### config.mk
export PLATFORM = sky130hd
export DESIGN_NAME = gray_counter_n_flat
export DESIGN_NICKNAME = d
export VERILOG_FILES = /design/src/rtl/gray_counter_n_if.sv /design/src/rtl/gray_counter_n.sv /design/src/flat_wrapper.sv
export SDC_FILE = /design/constraint.sdc
export NUM_CORES = 1
export LEC_CHECK = 0
export BUFFER_PORTS_ARGS = -buffer_cell sky130_fd_sc_hd__clkbuf_2
export CORE_ASPECT_RATIO = 1.5
export CORE_MARGIN = 3
export CORE_UTILIZATION = 25
export DETAILED_ROUTE_END_ITERATION = 8
export PLACE_DENSITY_LB_ADDON = 0.05
export SLEW_MARGIN = 20
export SYNTH_ARGS = -nofsm -noshare
export SYNTH_HDL_FRONTEND = slang
export SYNTH_SLANG_ARGS = --single-unit
### constraint.sdc
create_clock -name clk -period 2.7 [get_ports clk]
set_input_delay 0.135 -clock clk [delete_from_list [all_inputs] [get_ports clk]]
set_output_delay 0.135 -clock clk [all_outputs]
set_load 0.01 [all_outputs]
### src/rtl/gray_counter_n_if.sv
// Control and observation bundle for gray_counter_n: step/load controls in,
// Gray/binary index and boundary indications out.
interface gray_counter_n_if #(
  parameter int unsigned WIDTH = 4
);
  logic             en;
  logic             up;
  logic             load;
  logic [WIDTH-1:0] load_bin;
  logic [WIDTH-1:0] gray;
  logic [WIDTH-1:0] bin;
  logic             tc;
  logic             wrapped;

  modport master (
    output en, up, load, load_bin,
    input  gray, bin, tc, wrapped
  );

  modport slave (
    input  en, up, load, load_bin,
    output gray, bin, tc, wrapped
  );
endinterface

### src/rtl/gray_counter_n.sv
// WIDTH-bit up/down Gray-code counter with load, wrap-or-saturate ends, binary
// decode, terminal-count and one-cycle wrap pulse. Gray value is the flop state.
module gray_counter_n #(
  parameter int unsigned WIDTH     = 4,
  parameter bit          WRAP      = 1'b1,
  parameter int unsigned RESET_VAL = 0
) (
  input  logic            clk,
  input  logic            reset,
  gray_counter_n_if.slave bus
);

  localparam logic [WIDTH-1:0] MAX_IDX  = '1;
  localparam logic [WIDTH-1:0] RST_BIN  = WIDTH'(RESET_VAL);
  localparam logic [WIDTH-1:0] RST_GRAY = RST_BIN ^ (RST_BIN >> 1);

  logic [WIDTH-1:0] gray_q;
  logic [WIDTH-1:0] gray_d;
  logic             wrapped_q;
  logic             wrapped_d;
  logic [WIDTH-1:0] bin_c;

  function automatic logic [WIDTH-1:0] to_gray(input logic [WIDTH-1:0] b);
    return b ^ (b >> 1);
  endfunction

  // Prefix-XOR decode: bin[i] is the parity of gray[W-1:i].
  always_comb begin
    bin_c = gray_q;
    for (int unsigned s = 1; s < WIDTH; s++) begin
      bin_c = bin_c ^ (gray_q >> s);
    end
  end

  // Next-state selection in priority order load > step > hold.
  always_comb begin
    gray_d    = gray_q;
    wrapped_d = 1'b0;
    if (bus.load) begin
      gray_d = to_gray(bus.load_bin);
    end else if (bus.en) begin
      if (bus.up) begin
        if (bin_c != MAX_IDX) begin
          gray_d = to_gray(bin_c + WIDTH'(1));
        end else if (WRAP) begin
          gray_d    = '0;
          wrapped_d = 1'b1;
        end
      end else begin
        if (bin_c != '0) begin
          gray_d = to_gray(bin_c - WIDTH'(1));
        end else if (WRAP) begin
          gray_d    = to_gray(MAX_IDX);
          wrapped_d = 1'b1;
        end
      end
    end
  end

  always_ff @(posedge clk or negedge reset) begin
    if (!reset) begin
      gray_q    <= RST_GRAY;
      wrapped_q <= 1'b0;
    end else begin
      gray_q    <= gray_d;
      wrapped_q <= wrapped_d;
    end
  end

  assign bus.gray    = gray_q;
  assign bus.bin     = bin_c;
  assign bus.wrapped = wrapped_q;
  // Boundary look-ahead for the coming edge, independent of wrap mode.
  assign bus.tc      = bus.en & ~bus.load &
                       ((bus.up & (bin_c == MAX_IDX)) | (~bus.up & (bin_c == '0)));

endmodule

### src/flat_wrapper.sv
// flat-port wrapper written by rule: the top's interface ports become plain ports
module gray_counter_n_flat 
#(
  parameter int unsigned WIDTH     = 4,
  parameter bit          WRAP      = 1'b1,
  parameter int unsigned RESET_VAL = 0
)
  (clk, reset, bus_en, bus_up, bus_load, bus_load_bin, bus_gray, bus_bin, bus_tc, bus_wrapped);
  gray_counter_n_if #(.WIDTH(WIDTH)) bus_i ();
  input  logic clk;
  input  logic reset;
  input wire logic [$bits(bus_i.en)-1:0] bus_en;
  input wire logic [$bits(bus_i.up)-1:0] bus_up;
  input wire logic [$bits(bus_i.load)-1:0] bus_load;
  input wire logic [$bits(bus_i.load_bin)-1:0] bus_load_bin;
  output wire logic [$bits(bus_i.gray)-1:0] bus_gray;
  output wire logic [$bits(bus_i.bin)-1:0] bus_bin;
  output wire logic [$bits(bus_i.tc)-1:0] bus_tc;
  output wire logic [$bits(bus_i.wrapped)-1:0] bus_wrapped;
  assign bus_i.en = bus_en;
  assign bus_i.up = bus_up;
  assign bus_i.load = bus_load;
  assign bus_i.load_bin = bus_load_bin;
  assign bus_gray = bus_i.gray;
  assign bus_bin = bus_i.bin;
  assign bus_tc = bus_i.tc;
  assign bus_wrapped = bus_i.wrapped;
  gray_counter_n #(.WIDTH(WIDTH), .WRAP(WRAP), .RESET_VAL(RESET_VAL)) u_core (.clk(clk), .reset(reset), .bus(bus_i));
endmodule
==> flow_summary.ini <==
[status]
outcome = finished clean

[clocking]
worst_case_clock_buffer_depth = 2
cts_made_buffers = 3
cts_root_buf = sky130_fd_sc_hd__clkbuf_4
worst_skew_pair.late_latency_ns = 0.24
cts.clk_slew.worst_paths_ns = 0.05
clkSinkCount = 5
cts_max_level = 1
tritoncts = done

[timing]
post_route_setup_tns_ns = 0
rsz0062_at_grt = false
worst_pin_slew_ns = 0.4456
setup_violations = 0
fin_crit_sh_pct = 89.55
hold_viol = 0
fin_worst_hold_slack_ns = 0.1567
finalClockSkew_ns = 0.002716
max_clock_freq_mhz = 413.6
maxSlewViolCount = 0
final_critical_path_setup_slack_ns = 0.2822
min_period_ns = 2.418
slew-limit-headroom_pct = 70.30

[detailed_routing]
drt_iter0_drc = 20
ant_nets = 0
drt-total-wl_um = 1718
route.met3.wl_um = 105
wl_met2_um = 862
maxUsedRoutingLayer = met4
route.detailed.drc = 0
firstDrtPassIters = 4
vias = 601
drt-met1-wl_um = 702
wl_cell_um = 14.56
via_per_inst = 5.093

[critical_path]
critical_path.cell_chain = xor3_4 -> ha_1 -> xnor2_1 -> mux2i_1 -> a21oi_1 -> o31ai_1 -> a22oi_1
critical_path.slowest_cell = sky130_fd_sc_hd__dfrtp_1
timing.critical_path.arrival_ns = 2.53
setup.worst_path.end_class = flip-flop
cp_max_fo = 14
timing.critical_path.required_ns = 2.81
timing.critical_path.slowest_cell_delay_ns = 0.61
critPathKind = flip-flop to flip-flop
crit_path_start_kind = flip-flop

[floorplanning]
initial_core_util_pct = 27.16
chipHeight_um = 67.39
design.die.area_mm2 = 0.003162
die-width_um = 46.93
num_rows = 21
num_io_pins = 19
coreArea_mm2 = 0.002312

[pwr]
cellInternalPower_mw = 0.5212
comb_power_share_pct = 77.8
share_clk_of_total_power_pct = 8.9
seqPwrFrac_pct = 13.3
power_density_mw_per_mm2 = 1278
total_power_mw = 0.9942
ir_worst_vdd_v = 0.0006920
switching_share_pct = 47.58
leakage_nw = 0.3781
p_sw_mw = 0.4730

[grt]
first_pass_grt_wire_length_um = 2704
track_usage_pct = 11.99
antenna_found_initial = 0
vias_in_the_first_global_route = 576
grt_start_max_net_pins = 15
grt_overflow_total = 0

[yosys]
yosysSeqAreaShare_pct = 19.92
ys_warn_count = 0
synth.area.top_cells = sky130_fd_sc_hd__dfrtp_1, sky130_fd_sc_hd__xnor2_1, sky130_fd_sc_hd__ha_1, sky130_fd_sc_hd__nand3_1, sky130_fd_sc_hd__xor3_4
post_synth_most_frequent_cells = sky130_fd_sc_hd__xnor2_1, sky130_fd_sc_hd__inv_1, sky130_fd_sc_hd__nand3_1, sky130_fd_sc_hd__nor2_1, sky130_fd_sc_hd__dfrtp_1
synth_top_cell_area_share_pct = 19.92
yosysMostFrequentCell = sky130_fd_sc_hd__xnor2_1
avgSynthCellArea_um2 = 8.604
async_reset_ff_share_pct = 100.0
dominantRegCellSynth = sky130_fd_sc_hd__dfrtp_1
synth_enable_flop_cells = 0
synth_fp_nets = 85
synth.distinct_cells = 35
cell_count_after_synthesis = 73
post-synth-top-area-cell = sky130_fd_sc_hd__dfrtp_1
synth.ff_latch_count = 5
mappedNetlistArea_um2 = 628.1

[layout]
ant_cells = 0
post_route_non_filler_standard_cell_count = 118
utilization_pct = 33.66
area_delta_synth_final_pct = 23.90
layout-drive-gt1-share_pct = 31.58
fillCellCount = 252
post_layout_net_count = 108
final_area_um2 = 778.2

[placement]
io_buffer_count = 18
numPlacedInstances = 113
dpl-instance-area_um2 = 742.0
post-dp-hpwl_um = 1403
globalplace.congestion = 0.8065
place_ws_ns = 0.2701

[worst_hold_path]
hp-class = input port to flip-flop

[flow_run]
cap_violations = 0
state kept, by name, summed over array words and instances (netlist names):
| signal | flops |
|---|---|
| u_core.bus.wrapped | 1 |
| u_core.bus.gray | 4 |
final timing paths:
check | start | end | slack, ns | depth (start not counted)
setup reg to reg | u_core.bus.gray[3]$_DFFE_PN0P_ | u_core.bus.gray[1]$_DFFE_PN0P_ | 0.28 | 7
hold / removal | bus_load_bin[3] | u_core.bus.gray[3]$_DFFE_PN0P_ | 0.16 | 2
setup / recovery | u_core.bus.gray[3]$_DFFE_PN0P_ | u_core.bus.gray[1]$_DFFE_PN0P_ | 0.28 | 7
hold reg to reg | u_core.bus.gray[1]$_DFFE_PN0P_ | u_core.bus.gray[1]$_DFFE_PN0P_ | 0.79 | 2
max in group asynchronous | reset | u_core.bus.gray[2]$_DFFE_PN0P_ | 2.30 | 2
min in group asynchronous | reset | u_core.bus.gray[1]$_DFFE_PN0P_ | 0.26 | 2
power by group through the flow:
stage / Clock (mW) / Sequential (mW) / Combinational [mW]
4_1_cts: 0.0919 / 0.135 / 0.780
5_1_grt: 0.100 / 0.139 / 0.854
6_report: 0.0889 / 0.132 / 0.773
3_5_place_dp: 0 / 0.135 / 0.776
2_1_floorplan: 0 / 0.129 / 0.594
3_3_place_gp: 0 / 0.136 / 0.806
critical path: cells and delay by family, from the launching register on:
kind,cells,cell delay [ns]
AO/OA/AOI/OAI,3,0.31
XOR/XNOR,2,0.78
adder cells (fa/ha/maj),1,0.33
flip-flops,1,0.61
multiplexers,1,0.26
what timing repair did:
action                                  CTS  global route
hold endpoints to repair                  5             0
setup buffers                             0             0
endpoints found under the setup margin    0             0
hold buffers                              1             0
gates resized for setup                   0             0
cell families after synthesis:
group	count (synthesis)	share of synthesized area, %
xor+xnor	12	23.51
fa+ha+maj	3	5.977
compound gates	18	21.31
flops	5	19.92
buf+inv	11	8.565
simple gates	23	19.12
mux	1	1.594
area by class of cell:
type / instances / area (um2) / share of cell area (%)
clock buffer: 4 / 26.28 / 3.376
inverter: 7 / 26.28 / 3.376
multi-input combinational: 57 / 449.2 / 57.72
sequential: 5 / 125.1 / 16.08
tap: 23 / 28.78 / 3.698
timing repair buffer: 22 / 122.6 / 15.76
layout by cell type, fill, tap and decap left out:
cell,n
sky130_fd_sc_hd__a211oi_2,1
sky130_fd_sc_hd__a21o_1,1
sky130_fd_sc_hd__a21oi_1,4
sky130_fd_sc_hd__a21oi_2,1
sky130_fd_sc_hd__a221oi_1,1
sky130_fd_sc_hd__a22oi_1,2
sky130_fd_sc_hd__a311oi_1,1
sky130_fd_sc_hd__a31o_1,1
sky130_fd_sc_hd__buf_4,3
sky130_fd_sc_hd__clkbuf_1,1
sky130_fd_sc_hd__clkbuf_2,18
sky130_fd_sc_hd__clkbuf_4,3
sky130_fd_sc_hd__dfrtp_1,5
sky130_fd_sc_hd__dlygate4sd3_1,1
sky130_fd_sc_hd__ha_1,3
sky130_fd_sc_hd__inv_1,7
sky130_fd_sc_hd__mux2i_1,1
sky130_fd_sc_hd__nand2_1,1
sky130_fd_sc_hd__nand3_1,6
sky130_fd_sc_hd__nand4_1,2
sky130_fd_sc_hd__nor2_1,6
sky130_fd_sc_hd__nor2b_1,2
sky130_fd_sc_hd__nor3_1,3
sky130_fd_sc_hd__nor3b_1,1
sky130_fd_sc_hd__o211ai_1,1
sky130_fd_sc_hd__o21ai_0,1
sky130_fd_sc_hd__o21ai_1,1
sky130_fd_sc_hd__o221ai_1,1
sky130_fd_sc_hd__o311a_1,1
sky130_fd_sc_hd__o31ai_1,1
sky130_fd_sc_hd__or2b_1,1
sky130_fd_sc_hd__or2b_2,1
sky130_fd_sc_hd__xnor2_1,8
sky130_fd_sc_hd__xor2_1,1
sky130_fd_sc_hd__xor2_2,1
sky130_fd_sc_hd__xor3_2,1
sky130_fd_sc_hd__xor3_4,1
layer usage:
layer | track usage, % | up-vias
met5 | 0 | -
met4 | 4.844 | 0
met3 | 3.467 | 4
met2 | 20.41 | 24
met1 | 13.46 | 271
li1 | - | 302
Note: power is estimated with default switching activity, not from simulation.
